## src/rtl/ulpb_rx_msg_buffer_pkg.sv

```systemverilog
// rtl/ulpb_rx_msg_buffer_pkg.sv - shared widths, entry layout and ACK FSM states
package ulpb_rx_msg_buffer_pkg;

  localparam int RXB_ADDR_W = 8;
  localparam int RXB_DATA_W = 32;

  // Entry layout {err, last, addr, data}; the layer controller decodes with these offsets
  localparam int RXB_LAST_BIT = RXB_ADDR_W + RXB_DATA_W;
  localparam int RXB_ERR_BIT  = RXB_ADDR_W + RXB_DATA_W + 1;
  localparam int RXB_ENTRY_W  = RXB_ADDR_W + RXB_DATA_W + 2;

  typedef enum logic {
    ACK_IDLE = 1'b0,
    ACK_HIGH = 1'b1
  } ack_state_e;

endpackage

```

## src/rtl/ulpb_rx_msg_buffer_if.sv

```systemverilog
// rtl/ulpb_rx_msg_buffer_if.sv - node RX handshake plus layer-side message stream
interface ulpb_rx_msg_buffer_if #(
  parameter int ADDR_W = 8,
  parameter int DATA_W = 32,
  parameter int LVL_W  = 4
);
  logic [ADDR_W-1:0] rx_addr;
  logic [DATA_W-1:0] rx_data;
  logic              rx_req;
  logic              rx_pend;
  logic              rx_ack;
  logic              msg_valid;
  logic [ADDR_W-1:0] msg_addr;
  logic [DATA_W-1:0] msg_data;
  logic              msg_last;
  logic              msg_err;
  logic              msg_ready;
  logic [LVL_W-1:0]  fifo_level;

  modport slave (
    input  rx_addr, rx_data, rx_req, rx_pend, msg_ready,
    output rx_ack, msg_valid, msg_addr, msg_data, msg_last, msg_err, fifo_level
  );

  modport master (
    output rx_addr, rx_data, rx_req, rx_pend, msg_ready,
    input  rx_ack, msg_valid, msg_addr, msg_data, msg_last, msg_err, fifo_level
  );
endinterface

```

## src/rtl/ulpb_rx_msg_buffer_sync_fifo.sv

```systemverilog
// rtl/ulpb_rx_msg_buffer_sync_fifo.sv - synchronous FIFO with level count and zeroed empty head
module ulpb_sync_fifo #(
  parameter int W     = 42,
  parameter int DEPTH = 8,
  parameter int LVL_W = $clog2(DEPTH) + 1
) (
  input  logic             clk,
  input  logic             rst,
  input  logic             push_i,
  input  logic [W-1:0]     wdata_i,
  input  logic             pop_i,
  output logic [W-1:0]     rdata_o,
  output logic             full_o,
  output logic             empty_o,
  output logic [LVL_W-1:0] level_o
);
  localparam int PTR_W = $clog2(DEPTH);

  logic [W-1:0]     mem_q [DEPTH];
  logic [PTR_W-1:0] wr_ptr_q, rd_ptr_q;
  logic [LVL_W-1:0] level_q, level_d;
  logic             do_push, do_pop;

  assign full_o  = (level_q == LVL_W'(DEPTH));
  assign empty_o = (level_q == '0);
  assign level_o = level_q;
  assign do_push = push_i & ~full_o;
  assign do_pop  = pop_i & ~empty_o;
  assign rdata_o = empty_o ? '0 : mem_q[rd_ptr_q];

  always_comb begin
    level_d = level_q;
    case ({do_push, do_pop})
      2'b10:   level_d = level_q + 1'b1;
      2'b01:   level_d = level_q - 1'b1;
      default: level_d = level_q;
    endcase
  end

  always_ff @(posedge clk) begin
    if (do_push) mem_q[wr_ptr_q] <= wdata_i;
  end

  // Power-of-two depth lets the pointers wrap on their own
  always_ff @(posedge clk or posedge rst) begin
    if (rst) begin
      wr_ptr_q <= '0;
      rd_ptr_q <= '0;
      level_q  <= '0;
    end else begin
      if (do_push) wr_ptr_q <= wr_ptr_q + 1'b1;
      if (do_pop)  rd_ptr_q <= rd_ptr_q + 1'b1;
      level_q <= level_d;
    end
  end
endmodule

```

## src/rtl/ulpb_rx_msg_buffer.sv

```systemverilog
// rtl/ulpb_rx_msg_buffer.sv - four-phase RX word intake, message framing/timeout, buffered stream out
module ulpb_rx_msg_buffer
  import ulpb_rx_msg_buffer_pkg::*;
#(
  parameter int ADDR_W  = RXB_ADDR_W,
  parameter int DATA_W  = RXB_DATA_W,
  parameter int DEPTH   = 8,
  parameter int TIMEOUT = 64
) (
  input logic                 clk,
  input logic                 rst,
  ulpb_rx_msg_buffer_if.slave bus
);
  localparam int W     = ADDR_W + DATA_W + 2;
  localparam int LVL_W = $clog2(DEPTH) + 1;
  localparam int CNT_W = $clog2(TIMEOUT);

  ack_state_e        state_q, state_d;
  logic              in_msg_q, in_msg_d;
  logic              abort_pend_q, abort_pend_d;
  logic [CNT_W-1:0]  cnt_q, cnt_d;
  logic [ADDR_W-1:0] cur_addr_q, cur_addr_d;

  logic              accept, abort_push, push, pop, full, empty;
  logic [W-1:0]      wdata, rdata;
  logic [LVL_W-1:0]  level;

  assign accept     = (state_q == ACK_IDLE) & bus.rx_req & ~full & ~abort_pend_q;
  assign abort_push = abort_pend_q & ~full;
  assign push       = accept | abort_push;
  assign pop        = ~empty & bus.msg_ready;
  assign wdata      = abort_push ? {2'b11, cur_addr_q, {DATA_W{1'b0}}}
                                 : {1'b0, ~bus.rx_pend, bus.rx_addr, bus.rx_data};

  always_comb begin
    state_d      = state_q;
    in_msg_d     = in_msg_q;
    abort_pend_d = abort_pend_q;
    cnt_d        = cnt_q;
    cur_addr_d   = cur_addr_q;

    case (state_q)
      ACK_IDLE: if (accept) state_d = ACK_HIGH;
      ACK_HIGH: if (!bus.rx_req) state_d = ACK_IDLE;
      default:  state_d = ACK_IDLE;
    endcase

    if (accept) begin
      in_msg_d   = bus.rx_pend;
      cur_addr_d = bus.rx_addr;
      cnt_d      = '0;
    end else if (in_msg_q && !bus.rx_req) begin
      // Open message gone quiet: close it and queue an abort marker
      if (cnt_q == CNT_W'(TIMEOUT - 1)) begin
        abort_pend_d = 1'b1;
        in_msg_d     = 1'b0;
        cnt_d        = '0;
      end else begin
        cnt_d = cnt_q + 1'b1;
      end
    end else if (!in_msg_q) begin
      cnt_d = '0;
    end

    if (abort_push) begin
      abort_pend_d = 1'b0;
      in_msg_d     = 1'b0;
    end
  end

  always_ff @(posedge clk or posedge rst) begin
    if (rst) begin
      state_q      <= ACK_IDLE;
      in_msg_q     <= 1'b0;
      abort_pend_q <= 1'b0;
      cnt_q        <= '0;
      cur_addr_q   <= '0;
    end else begin
      state_q      <= state_d;
      in_msg_q     <= in_msg_d;
      abort_pend_q <= abort_pend_d;
      cnt_q        <= cnt_d;
      cur_addr_q   <= cur_addr_d;
    end
  end

  ulpb_sync_fifo #(
    .W     (W),
    .DEPTH (DEPTH),
    .LVL_W (LVL_W)
  ) u_fifo (
    .clk     (clk),
    .rst     (rst),
    .push_i  (push),
    .wdata_i (wdata),
    .pop_i   (pop),
    .rdata_o (rdata),
    .full_o  (full),
    .empty_o (empty),
    .level_o (level)
  );

  assign bus.rx_ack     = (state_q == ACK_HIGH);
  assign bus.msg_valid  = ~empty;
  assign bus.msg_err    = rdata[W-1];
  assign bus.msg_last   = rdata[W-2];
  assign bus.msg_addr   = rdata[DATA_W +: ADDR_W];
  assign bus.msg_data   = rdata[DATA_W-1:0];
  assign bus.fifo_level = level;
endmodule

```

## src/flat_wrapper.sv

```systemverilog
// flat-port wrapper written by rule: the top's interface ports become plain ports
module ulpb_rx_msg_buffer_flat import ulpb_rx_msg_buffer_pkg::*;
#(
  parameter int ADDR_W  = RXB_ADDR_W,
  parameter int DATA_W  = RXB_DATA_W,
  parameter int DEPTH   = 8,
  parameter int TIMEOUT = 64
)
  (clk, rst, bus_rx_addr, bus_rx_data, bus_rx_req, bus_rx_pend, bus_msg_ready, bus_rx_ack, bus_msg_valid, bus_msg_addr, bus_msg_data, bus_msg_last, bus_msg_err, bus_fifo_level);
  ulpb_rx_msg_buffer_if #(.ADDR_W(ADDR_W), .DATA_W(DATA_W), .LVL_W(4)) bus_i ();
  input logic clk;
  input logic rst;
  input wire logic [$bits(bus_i.rx_addr)-1:0] bus_rx_addr;
  input wire logic [$bits(bus_i.rx_data)-1:0] bus_rx_data;
  input wire logic [$bits(bus_i.rx_req)-1:0] bus_rx_req;
  input wire logic [$bits(bus_i.rx_pend)-1:0] bus_rx_pend;
  input wire logic [$bits(bus_i.msg_ready)-1:0] bus_msg_ready;
  output wire logic [$bits(bus_i.rx_ack)-1:0] bus_rx_ack;
  output wire logic [$bits(bus_i.msg_valid)-1:0] bus_msg_valid;
  output wire logic [$bits(bus_i.msg_addr)-1:0] bus_msg_addr;
  output wire logic [$bits(bus_i.msg_data)-1:0] bus_msg_data;
  output wire logic [$bits(bus_i.msg_last)-1:0] bus_msg_last;
  output wire logic [$bits(bus_i.msg_err)-1:0] bus_msg_err;
  output wire logic [$bits(bus_i.fifo_level)-1:0] bus_fifo_level;
  assign bus_i.rx_addr = bus_rx_addr;
  assign bus_i.rx_data = bus_rx_data;
  assign bus_i.rx_req = bus_rx_req;
  assign bus_i.rx_pend = bus_rx_pend;
  assign bus_i.msg_ready = bus_msg_ready;
  assign bus_rx_ack = bus_i.rx_ack;
  assign bus_msg_valid = bus_i.msg_valid;
  assign bus_msg_addr = bus_i.msg_addr;
  assign bus_msg_data = bus_i.msg_data;
  assign bus_msg_last = bus_i.msg_last;
  assign bus_msg_err = bus_i.msg_err;
  assign bus_fifo_level = bus_i.fifo_level;
  ulpb_rx_msg_buffer #(.ADDR_W(ADDR_W), .DATA_W(DATA_W), .DEPTH(DEPTH), .TIMEOUT(TIMEOUT)) u_core (.clk(clk), .rst(rst), .bus(bus_i));
endmodule
```

## config.mk

```make
export PLATFORM = sky130hd
export DESIGN_NAME = ulpb_rx_msg_buffer_flat
export DESIGN_NICKNAME = d
export VERILOG_FILES = /design/src/rtl/ulpb_rx_msg_buffer_pkg.sv /design/src/rtl/ulpb_rx_msg_buffer_if.sv /design/src/rtl/ulpb_rx_msg_buffer_sync_fifo.sv /design/src/rtl/ulpb_rx_msg_buffer.sv /design/src/flat_wrapper.sv
export SDC_FILE = /design/constraint.sdc
export NUM_CORES = 1
export LEC_CHECK = 0
export BUFFER_PORTS_ARGS = -buffer_cell sky130_fd_sc_hd__buf_2
export CAP_MARGIN = 5
export CORE_ASPECT_RATIO = 2
export CORE_MARGIN = 5
export CORE_UTILIZATION = 35
export CTS_BUF_LIST = sky130_fd_sc_hd__clkbuf_4
export CTS_CLUSTER_DIAMETER = 30
export DETAILED_ROUTE_END_ITERATION = 12
export PLACE_DENSITY = 0.6
export SKIP_LAST_GASP = 1
export SLEW_MARGIN = 20
export SYNTH_ARGS = -nofsm -noshare
export SYNTH_HDL_FRONTEND = slang
export SYNTH_SLANG_ARGS = --single-unit
```

## constraint.sdc

```tcl
create_clock -name clk -period 14.7 [get_ports clk]
set_input_delay 1.47 -clock clk [delete_from_list [all_inputs] [get_ports clk]]
set_output_delay 1.47 -clock clk [all_outputs]
set_load 0.05 [all_outputs]
```

Word-level counts from Yosys, hierarchy flattened --
Memory sizes are Yosys's and may differ from the RTL's. Cells that the tools add are included.
Operators by class: divide/modulo/power cells 0, shift operators 0, bitwise logic cells 13, magnitude comparators 0, add/sub/neg operators 5, multiply operators 0, eq/ne operators 6, muxes and demuxes 20, reduce and logical (&&, ||, !) cells 10
Operators with widths (count):
- two-way mux 42 bit | 2
- two-way mux 6 bit | 4
- two-way mux 1 bit | 12
- one-hot mux 4 bit (2 select lines) | 1
- bitwise AND 1 bit | 7
- adder 3 x 1 -> 3 bit (second input constant) | 2
- adder 6 x 1 -> 6 bit (second input constant) | 1
- == test 6 bit (second input constant) | 1
- nonzero test 2 bit | 3
- nonzero test 3 bit | 2
- NOT 1 bit | 5
- adder 4 x 1 -> 4 bit (second input constant) | 1
- == test 4 bit (second input constant) | 1
- zero test 4 bit | 1
- subtractor 4 x 1 -> 4 bit (second input constant) | 1
- inequality test 3 bit (second input constant) | 1
- AND reduction 3 bit | 1
- == test 2 x 1 -> 1 bit (second input constant) | 1
- == test 2 bit (second input constant) | 1
- inequality test 2 bit (second input constant) | 1
- one-hot mux 1 bit (2 select lines) | 1
- AND reduction 2 bit | 1
- logical AND 1 bit | 1
- zero test 1 bit | 1
- OR 1 bit | 1
Word-level totals: output and inout port bits 48, input port bits 45, logic and storage cells 63, bits in latches 0, register bits after elaboration 27, memory bits (writable) 336, memories 1, memory bits (read-only) 0
Memory list:
- u_core.u_fifo.mem_q | depth 8, bits a word 42, rd ports 1, clocked after memory_dff 0, write ports 1, line ulpb_rx_msg_buffer_sync_fifo.sv:19 | logic [W-1:0] mem_q [DEPTH];

Depth between registers and ports, before layout --
Gate-level depths: netlist of run 1.
depth in word-level cells 8, gate-level depth with buffers 11

Hierarchy --
A second synthesis of run 1 with hierarchy kept.
Second synthesis, totals: cells, all modules 675, area, all modules 14333.7 µm²
By module, submodules not included:
- ulpb_sync_fifo | instances 1, area an instance 13213.9 µm², cells each 555
- ulpb_rx_msg_buffer | instances 1, area an instance 1119.8 µm², cells each 120

Least setup slack after synthesis of run 1 --
Ideal clock, no wire load.
path kind input to register, start input bus_rx_req, end memory u_core.u_fifo.mem_q[0][0], enable pin, path buffers 0, data arrival time 5.858 ns, setup slack 8.297 ns, setup time 0.546 ns, required time 14.154 ns, stages on the path 3, cell sequence nor2b_1 o21ai_2 nor4_1
On the way: cells in the longest elaborated chain, start to end 7
Ends and longest elaborated chain:
- from (decl) | line flat_wrapper.sv:15 | input wire logic [$bits(bus_i.rx_req)-1:0] bus_rx_req;
- bitwise AND 1 bit (3 in series) | line ulpb_rx_msg_buffer.sv:28 | assign accept = (state_q == ACK_IDLE) & bus.rx_req & ~full & ~abort_pend_q;
- OR 1 bit | line ulpb_rx_msg_buffer.sv:30 | assign push = accept | abort_push;
- bitwise AND 1 bit | line ulpb_rx_msg_buffer_sync_fifo.sv:27 | assign do_push = push_i & ~full_o;
- two-way mux 1 bit | line ulpb_rx_msg_buffer_sync_fifo.sv:41 | if (do_push) mem_q[wr_ptr_q] <= wdata_i;
- two-way mux 1 bit (implied by the code) | line ulpb_rx_msg_buffer_sync_fifo.sv:41
- to (decl) | line ulpb_rx_msg_buffer_sync_fifo.sv:19
No other way between the ends.

Worst setup path after layout of run 1 --
start register u_core.u_fifo.rd_ptr_q[0], end output bus_msg_addr[7]
On the way: cells in the longest elaborated chain, start to end 2
Ends and longest elaborated chain:
- from (decl) | line ulpb_rx_msg_buffer_sync_fifo.sv:20 | logic [PTR_W-1:0] wr_ptr_q, rd_ptr_q;
- from (signal assigned) | line ulpb_rx_msg_buffer_sync_fifo.sv:52 | if (do_pop) rd_ptr_q <= rd_ptr_q + 1'b1;
- memory (8 x 42 bit)
- two-way mux 42 bit | line ulpb_rx_msg_buffer_sync_fifo.sv:29 | assign rdata_o = empty_o ? '0 : mem_q[rd_ptr_q];
- to (decl) | line flat_wrapper.sv:20 | output wire logic [$bits(bus_i.msg_addr)-1:0] bus_msg_addr;
No other way between the ends.

==> impl_metrics.py, run 1 <==
metrics = {
    "setup_path": {
        "worstReg2RegStart": "u_core.u_fifo.level_o[0]",
        "arrival_ps": 3770,
        "rrSetupSlack_ps": 11570,
        "critPathMaxFanout": 44,
        "crit_path_end_kind": "primary output",
        "critPathKind": "register to primary output",
        "startpoint_type": "register",
        "crit_required_ps": 13230,
        "reg2reg_to": "u_core.u_fifo.level_o[3]",
        "rr_worst_depth": 6,
    },
    "clocking": {
        "cts.sinks": 363,
        "clk_pin_slew_ps": 70,
        "cts_inserted_buffers": 77,
        "clk_latency_ps": 710,
        "tritoncts": "done",
        "cts_hold_buf": 0,
        "post-cts-setup-buffer-count": 0,
        "root_buffer": "clkbuf_4",
        "cts_resized": 0,
        "h-tree-depth": 3,
        "cts_buffer_depth": 3,
    },
    "power": {
        "total_power_w": 0.00335,
        "power_density_nw_per_um2": 205,
        "p_leak_nw": 5.50,
        "max-vdd-ir-drop_mv": 0.164,
    },
    "global_routing": {
        "overflow": 0,
        "grt_start_max_net_pins": 51,
        "antenna_found_initial": 2,
        "first_global_vias": 8182,
        "grt_usage": 0.141,
        "grt_first_pass_wirelength_um": 48200,
    },
    "yosys": {
        "synth_top_family_by_area": "multiplexers",
        "syn_area_per_cell_um2": 21.5,
        "yosysMostFrequentCell": "edfxtp_1",
        "ys_warn_count": 0,
        "synth_edf_count": 336,
        "synth.distinct_cells": 45,
        "synth_fa_ha_area_frac": 0.00525,
        "synth_top_cell_by_area": "edfxtp_1",
        "synth_fp_nets": 716,
        "synth-compound-area-share": 0.0375,
        "synthXorXnorAreaFrac": 0.00490,
        "async_reset_ff_frac": 0.0744,
        "synth_seq_cells": 363,
        "yosysSeqAreaShare": 0.753,
        "synth_commonest_cells": "edfxtp_1 (336), mux4_2 (84), a22o_1 (44)",
        "synthSimpleGateAreaFrac": 0.0315,
        "synthMuxAreaShare": 0.149,
        "synth_area_um2": 14300,
        "yosys.area.top_type_share": 0.706,
        "yosys_most_used_dff": "edfxtp_1",
        "ys_top_cells_by_area": "edfxtp_1 (71%), mux4_2 (13%), dfrtp_1 (4.7%)",
        "syn_inst": 665,
    },
    "timing": {
        "finalSetupViolations": 0,
        "worst_pin_slew_ps": 911,
        "rsz0062_at_grt": "no",
        "max_freq_mhz": 191,
        "hold_viol": 0,
        "fin_crit_sh": 0.356,
        "tns_ps": 0,
        "period_needed_ps": 5240,
        "relSlewSlack": 0.392,
        "finalMaxSlewViolations": 0,
        "clock_skew_ps": 45.7,
        "setup_ws_ps": 9460,
    },
    "drt": {
        "drc": 0,
        "via_count": 7083,
        "drt_iter0_markers": 342,
        "ant_nets": 0,
        "wirelength_um": 31200,
        "via_per_inst": 5.07,
        "drtPass1Iterations": 4,
        "avgRoutedWirePerCell_um": 22.3,
    },
    "final_layout": {
        "areaGrowthSynthToFinish_pct": 14.3,
        "layout-drive-gt1-share": 0.399,
        "layout.nets": 863,
        "final_core_util": 0.405,
    },
    "placed_design": {
        "pre_cts_ws_ps": 10090,
        "globalplace.congestion": 0.707,
        "place_hpwl_um": 16800,
        "portBuffers": 92,
    },
    "min_path": {
        "hold_path_class": "register to register",
        "min_path_cells": 1,
        "hp-start": "u_core.cur_addr_q[3]",
        "hold_path_end": "u_core.cur_addr_q[3]",
    },
    "floorplanning": {
        "core_um2": 40300,
        "io_pins": 93,
        "die_x_um": 153,
        "die_y_um": 296,
        "rows": 104,
        "dieArea_um2": 45200,
        "start_util": 0.354,
    },
    "flow_run": {
        "max_cap_violations": 0,
    },
    "outcome": {
        "outcome": "finished, final reports clean",
    },
}
==> critical path: stages, from the launching register on <==
cell     delay, ps
dfrtp_4       1000
buf_4          850
mux4_2         600
a22o_1         290
buf_2          230
==> flip-flops by register name, summed over array words and instances, names as in the netlist <==
| register | count |
|---|---|
| u_core.cnt_q | 6 |
| u_core.u_fifo.rd_ptr_q | 3 |
| u_core.abort_pend_q | 1 |
| u_core.u_fifo.wr_ptr_q | 3 |
| u_core.u_fifo.mem_q | 336 |
| u_core.bus.rx_ack | 1 |
| u_core.in_msg_q | 1 |
| u_core.cur_addr_q | 8 |
| u_core.u_fifo.level_o | 4 |
==> metal layers <==
metal  routed length [um]  part of all wire  global-route usage
met4                  811             0.026              0.0603
met5                    0                 0                   0
met1                11400              0.37               0.149
met3                 1300             0.041              0.0301
met2                17700              0.57               0.270
==> cell usage in the layout (no fill, tap or decap), drive strengths merged, types with 5 or more instances in the layout <==
| cell | count |
|---|---|
| mux4 | 84 |
| ha | 6 |
| a21oi | 5 |
| dfrtp | 27 |
| a22o | 44 |
| and2 | 33 |
| inv | 8 |
| xnor2 | 7 |
| edfxtp | 336 |
| clkbuf | 113 |
| clkinv | 15 |
| nor3 | 5 |
| nand2 | 7 |
| mux2 | 19 |
| buf | 105 |
| nor2 | 5 |
| nor2b | 5 |
==> logic make-up (layout without fill, tap and decap cells) <==
| logic type | Yosys count | in the layout |
|---|---|---|
| DFF | 363 | 363 |
| AOI/OAI and AO/OA | 65 | 65 |
| and+or+nand+nor | 74 | 74 |
| adders and majority gates | 6 | 6 |
| xor gates and xnor gates | 8 | 8 |
| other | 0 | 3 |
| buffers and inverters | 44 | 244 |
| muxes | 105 | 105 |
==> worst max path at each step <==
| stage | end | slack, ps | from | depth (start not counted) |
|---|---|---|---|---|
| 6_report | bus_msg_addr[7] | 9460 | u_core.u_fifo.rd_ptr_q[0] | 4 |
| 5_1_grt | bus_msg_addr[7] | 9090 | u_core.u_fifo.rd_ptr_q[0] | 4 |
| 4_1_cts | bus_msg_addr[7] | 9240 | u_core.u_fifo.rd_ptr_q[0] | 4 |
| 3_5_place_dp | bus_msg_addr[7] | 10090 | u_core.u_fifo.rd_ptr_q[0] | 4 |
| 3_3_place_gp | bus_msg_data[21] | 10060 | u_core.u_fifo.rd_ptr_q[0] | 4 |
| 2_1_floorplan | u_core.u_fifo.mem_q[0][0] | 8300 | bus_rx_req | 3 |
==> per-stage QoR <==
step                      std cells  instance area (um^2)  hold slack (ps)
after floorplan                 665                 14300              467
after global placement         1263                 15300              483
after detailed placement       1263                 15300              489
after CTS                      1395                 16300              508
after global routing           1396                 16300              512
final                          1398                 16300              505
==> report_power, final <==
group / internal, W / total [W] / switching [W]
clock: 0.000404 / 0.000769 / 0.000365
sequential: 0.00125 / 0.00136 / 0.000104
combinational: 0.000427 / 0.00122 / 0.000795
==> layout make-up <==
cell class | instances | area (um^2)
diodes | 3 | 7.51
clock buffers | 113 | 848
flip-flops and latches | 363 | 10800
clock inverters | 19 | 153
well taps | 530 | 663
repair buffers | 105 | 558
multi-input cells | 258 | 3310
inverters | 7 | 26.3
fillers | 3713 | 24000
(Power assumes the default switching activity.)
==> run 2, diff against run 1 <==
==> constraint.sdc (replaced) <==
create_clock -name clk -period 5.35 [get_ports clk]
set_input_delay 0.535 -clock clk [delete_from_list [all_inputs] [get_ports clk]]
set_output_delay 0.535 -clock clk [all_outputs]
set_load 0.05 [all_outputs]
==> run 2 against run 1 <==
  * Register-to-register slack worse by 9400 ps
  * First-iteration DRC count increased by 35%
  * Die area unchanged
  * Power rose to 2.7 times the previous value
  * Count of clock-buffer cells in the layout down 7
  * Clock power increased to 2.5 times the previous value
  * Critical endpoint is now bus_msg_last
  * Largest cell class unchanged
  * Largest power group unchanged
  * Highest routed layer is now met5
==> impl_metrics.py, run 2 (same netlist as run 1, synthesis figures left out) <==
metrics = {
    "timing": {
        "period_needed_ps": 3900,
        "relSlewSlack": 0.319,
        "clock_skew_ps": 62.9,
        "finalSetupViolations": 0,
        "hold_viol": 0,
        "fin_crit_sh": 0.729,
        "tns_ps": 0,
        "max_freq_mhz": 256,
        "rsz0062_at_grt": "no",
        "hold_ws_ps": 99.9,
        "finalMaxSlewViolations": 0,
        "worst_pin_slew_ps": 1020,
    },
    "drt": {
        "ant_nets": 0,
        "drt_iter0_markers": 463,
        "via_per_inst": 4.99,
        "drtPass1Iterations": 5,
        "drc": 0,
        "wirelength_um": 30800,
        "via_count": 7021,
        "avgRoutedWirePerCell_um": 21.9,
    },
    "placed_design": {
        "portBuffers": 92,
        "place_hpwl_um": 17600,
        "globalplace.congestion": 0.695,
    },
    "setup_path": {
        "rr_worst_depth": 6,
        "crit_start": "u_core.u_fifo.rd_ptr_q[0]",
        "crit_required_ps": 4820,
        "critPathKind": "register to primary output",
        "cp_slowest_cell": "dfrtp_4",
        "slowest_delay_ps": 880,
        "arrival_ps": 3360,
        "rrSetupSlack_ps": 2210,
        "startpoint_type": "register",
        "worstReg2RegStart": "u_core.u_fifo.level_o[0]",
        "crit_path_end_kind": "primary output",
        "reg2reg_to": "u_core.u_fifo.level_o[3]",
        "crit_buf_inv": 2,
        "critPathMaxFanout": 35,
        "crit_chain": "buf_4, mux4_2, a22o_1, buf_2",
        "cp_top_family": "flip-flops",
    },
    "global_routing": {
        "grt_usage": 0.139,
        "grt_start_max_net_pins": 66,
        "grt_first_pass_wirelength_um": 47300,
        "overflow": 0,
        "first_global_vias": 8069,
        "antenna_found_initial": 2,
    },
    "power": {
        "max-vdd-ir-drop_mv": 0.345,
        "pwr-share-comb": 0.371,
        "power_density_nw_per_um2": 552,
        "total_power_w": 0.00903,
        "internal-power_w": 0.00555,
        "p_leak_nw": 5.50,
        "power.switching_w": 0.00348,
        "p_clk_frac": 0.214,
        "seqPwrFrac": 0.416,
        "p_sw_frac": 0.385,
    },
    "clocking": {
        "clk_pin_slew_ps": 70,
        "clk_latency_ps": 740,
        "h-tree-depth": 3,
        "cts_resized": 0,
        "post-cts-setup-buffer-count": 0,
        "tritoncts": "done",
        "cts.sinks": 363,
        "root_buffer": "clkbuf_4",
        "cts_buffer_depth": 3,
        "cts_inserted_buffers": 77,
        "cts_hold_buf": 9,
    },
    "final_layout": {
        "layout.nets": 873,
        "reg_top3": "u_core.u_fifo.mem_q (336), u_core.cur_addr_q (8), u_core.cnt_q (6)",
        "layout_common_cells": "edfxtp_1 (336), clkbuf_4 (106), buf_2 (92)",
        "regMostFlops": "u_core.u_fifo.mem_q",
        "largest_reg_flops": 336,
        "layout-drive-gt1-share": 0.390,
        "final_core_util": 0.405,
        "areaGrowthSynthToFinish_pct": 14.4,
        "layout_commonest_cell": "edfxtp_1",
    },
    "floorplanning": {
        "io_pins": 93,
        "core_um2": 40300,
        "dieArea_um2": 45200,
        "rows": 104,
        "start_util": 0.354,
        "die_x_um": 153,
        "die_y_um": 296,
    },
    "min_path": {
        "hp-start": "bus_rx_addr[7]",
        "hold_path_class": "input pin to register",
        "hold_path_end": "u_core.cur_addr_q[7]",
        "min_path_cells": 2,
    },
    "flow_run": {
        "max_cap_violations": 0,
    },
    "outcome": {
        "outcome": "finished, final reports clean",
    },
}
==> run 2: cell count changes in the layout (fill, tap and decap cells not counted), moves of 2 or more <==
cell and change:
dlygate4sd3_1 +9, clkbuf_4 -7, clkinv_1 +5, bufinv_16 -3, clkinv_2 +2, clkinvlp_4 +2, diode_2 -2, inv_2 +2
==> run 2: final cells by class <==
cell class / count / area, um^2
Timing Repair Buffer: 115 / 656
Inverter: 7 / 26.3
Fill cell: 3695 / 24000
Tap cell: 530 / 663
Multi-Input combinational cell: 258 / 3330
Clock buffer: 106 / 796
Clock inverter: 27 / 114
Sequential cell: 363 / 10800
Antenna cell: 1 / 2.50
==> run 2: worst max path at each step <==
stage | end | cells past startpoint
4_1_cts | bus_msg_last | 4
6_report | bus_msg_last | 4
3_3_place_gp | bus_msg_last | 4
5_1_grt | bus_msg_last | 4
2_1_floorplan | u_core.u_fifo.mem_q[2][0] | 5
3_5_place_dp | bus_msg_last | 4
==> run 2: metrics by stage <==
step | cell area, um^2 | cells | setup slack [ps]
finish | 16400 | 1407 | 1450
global route | 16400 | 1407 | 1140
CTS | 16300 | 1406 | 1250
detailed placement | 15300 | 1264 | 2110
global placement | 15300 | 1264 | 2130
floorplan | 14300 | 665 | 660
==> run 2: per-layer routing <==
metal,up-vias,track usage,wire [um]
met1,3647,0.147,11300
li1,3117,-,-
met5,-,0,11
met3,63,0.0321,1470
met4,2,0.0546,769
met2,192,0.265,17300
==> run 2: power groups by stage <==
stage	logic (W)	registers, W	clock network [W]
4_1_cts	0.00345	0.00377	0.00201
5_1_grt	0.00357	0.00381	0.00215
2_1_floorplan	0.00278	0.00366	0
3_3_place_gp	0.00343	0.00382	0
3_5_place_dp	0.00344	0.00384	0
6_report	0.00335	0.00375	0.00193
==> run 3, diff against run 2 <==
==> constraint.sdc (replaced) <==
create_clock -name clk -period 3.7 [get_ports clk]
set_input_delay 0.37 -clock clk [delete_from_list [all_inputs] [get_ports clk]]
set_output_delay 0.37 -clock clk [all_outputs]
set_load 0.05 [all_outputs]
==> run 3 against run 2 <==
  * Core utilization grew 0.63 points
  * Cell count grew 0.57%
  * Setup slack worse by 1100 ps
  * Count of clock-buffer cells in the layout increased by 8
  * Wire length rose by 0.48%
  * Non-clock buffer count rose by 6
  * Largest cell class unchanged
  * Largest power group unchanged
==> impl_metrics.py, run 3 (same netlist as run 1, synthesis figures left out) <==
metrics = {
    "final_layout": {
        "layout_common_cells": "edfxtp_1 (336), clkbuf_4 (114), buf_2 (92)",
        "layout.nets": 880,
        "multi_input_area_um2": 3330,
        "fillers": 3669,
        "areaGrowthSynthToFinish_pct": 16.2,
        "layout.cells.non_filler": 1415,
        "layout-drive-gt1-share": 0.399,
        "largest_reg_flops": 336,
        "reg_top3": "u_core.u_fifo.mem_q (336), u_core.cur_addr_q (8), u_core.cnt_q (6)",
        "fin_area_um2": 16600,
        "regMostFlops": "u_core.u_fifo.mem_q",
        "layout_commonest_cell": "edfxtp_1",
        "register_area_um2": 10800,
    },
    "setup_path": {
        "slowest_delay_ps": 720,
        "crit_required_ps": 3330,
        "rrSetupSlack_ps": 640,
        "arrival_ps": 2960,
        "crit_buf_inv": 2,
        "reg2reg_to": "u_core.u_fifo.level_o[3]",
        "critPathMaxFanout": 21,
        "crit_path_end_kind": "primary output",
        "cp_slowest_cell": "dfrtp_4",
        "startpoint_type": "register",
        "crit_chain": "buf_4, mux4_2, a22o_1, buf_2",
        "cp_top_family": "flip-flops",
        "rr_worst_depth": 6,
        "critPathKind": "register to primary output",
        "worstReg2RegStart": "u_core.u_fifo.level_o[0]",
    },
    "clocking": {
        "cts_buffer_depth": 3,
        "post-cts-setup-buffer-count": 0,
        "cts.sinks": 363,
        "root_buffer": "clkbuf_4",
        "clk_latency_ps": 730,
        "tritoncts": "done",
        "cts_resized": 0,
        "cts_inserted_buffers": 78,
        "h-tree-depth": 3,
        "cts_hold_buf": 12,
        "clk_pin_slew_ps": 70,
    },
    "timing": {
        "relSlewSlack": 0.440,
        "worst_pin_slew_ps": 837,
        "hold_viol": 0,
        "rsz0062_at_grt": "no",
        "finalSetupViolations": 0,
        "period_needed_ps": 3330,
        "tns_ps": 0,
        "finalMaxSlewViolations": 0,
        "setup_ws_ps": 374,
        "max_freq_mhz": 301,
        "fin_crit_sh": 0.899,
        "clock_skew_ps": 35.6,
    },
    "power": {
        "power_density_nw_per_um2": 811,
        "total_power_w": 0.0135,
        "max-vdd-ir-drop_mv": 0.570,
        "p_leak_nw": 5.61,
    },
    "outcome": {
        "outcome": "finished, final reports clean",
    },
    "floorplanning": {
        "dieArea_um2": 45200,
        "io_pins": 93,
        "rows": 104,
        "core_um2": 40300,
        "die_y_um": 296,
        "start_util": 0.354,
        "die_x_um": 153,
    },
    "drt": {
        "drc": 0,
        "via_count": 7018,
        "avgRoutedWirePerCell_um": 21.9,
        "drtPass1Iterations": 4,
        "via_per_inst": 4.96,
        "drt_iter0_markers": 344,
        "wirelength_um": 30900,
        "ant_nets": 0,
    },
    "global_routing": {
        "antenna_found_initial": 1,
        "overflow": 0,
        "grt_first_pass_wirelength_um": 46600,
        "first_global_vias": 7903,
        "grt_start_max_net_pins": 43,
        "grt_usage": 0.138,
    },
    "placed_design": {
        "numPlacedInstances": 1267,
        "portBuffers": 92,
        "place_hpwl_um": 17600,
        "pre_cts_ws_ps": 609,
        "placed_cell_area_um2": 15500,
        "globalplace.congestion": 0.755,
    },
    "min_path": {
        "hold_path_end": "u_core.u_fifo.mem_q[1][2]",
        "min_path_cells": 2,
        "hp-start": "bus_rx_data[2]",
        "hold_path_class": "input pin to register",
    },
    "flow_run": {
        "max_cap_violations": 0,
    },
}
==> run 3: worst max-delay path by stage <==
stage                              startpoint  slack (ps)                   endpoint  depth (start not counted)
CTS                 u_core.u_fifo.rd_ptr_q[0]         210           bus_msg_data[23]                          4
global placement     u_core.u_fifo.level_o[0]         600   u_core.u_fifo.level_o[3]                          6
floorplan            u_core.u_fifo.level_o[1]        -990  u_core.u_fifo.mem_q[2][0]                          5
finish              u_core.u_fifo.rd_ptr_q[0]         370           bus_msg_data[23]                          4
detailed placement   u_core.u_fifo.level_o[0]         610   u_core.u_fifo.level_o[3]                          6
global route        u_core.u_fifo.rd_ptr_q[0]         140            bus_msg_addr[0]                          4
==> run 3: layer usage <==
metal | global-route usage | wire length, um
met5 | 0 | 0
met4 | 0.0555 | 814
met3 | 0.0320 | 1170
met2 | 0.259 | 17400
met1 | 0.149 | 11600
==> run 3: cell type report <==
class | count | area share
clock inverter | 21 | 0.0101
multi-input combinational | 258 | 0.200
sequential | 363 | 0.648
clock buffer | 114 | 0.0515
tap | 530 | 0.0399
timing repair buffer | 121 | 0.0479
inverter | 7 | 0.00158
antenna | 1 | 0.000151
==> run 3: through the flow <==
stage	hold slack (ps)	util
floorplan	423	-
global placement	368	0.383
detailed placement	373	0.383
CTS	12.1	0.412
global route	68.4	0.412
finish	111	0.412
==> run 3: power breakdown <==
part | switching (W) | internal, W | total [W]
clock network | 0.00146 | 0.00163 | 0.00309
registers | 0.000357 | 0.00497 | 0.00533
logic | 0.00327 | 0.00179 | 0.00506
==> run 3: worst reg2reg max path: stages, from the launching register on <==
cell and delay [ps]:
dfrtp_1 470, or4b_1 740, o21ai_2 330, ha_1 350, or3b_2 480, a2111oi_0 380, o221ai_1 190
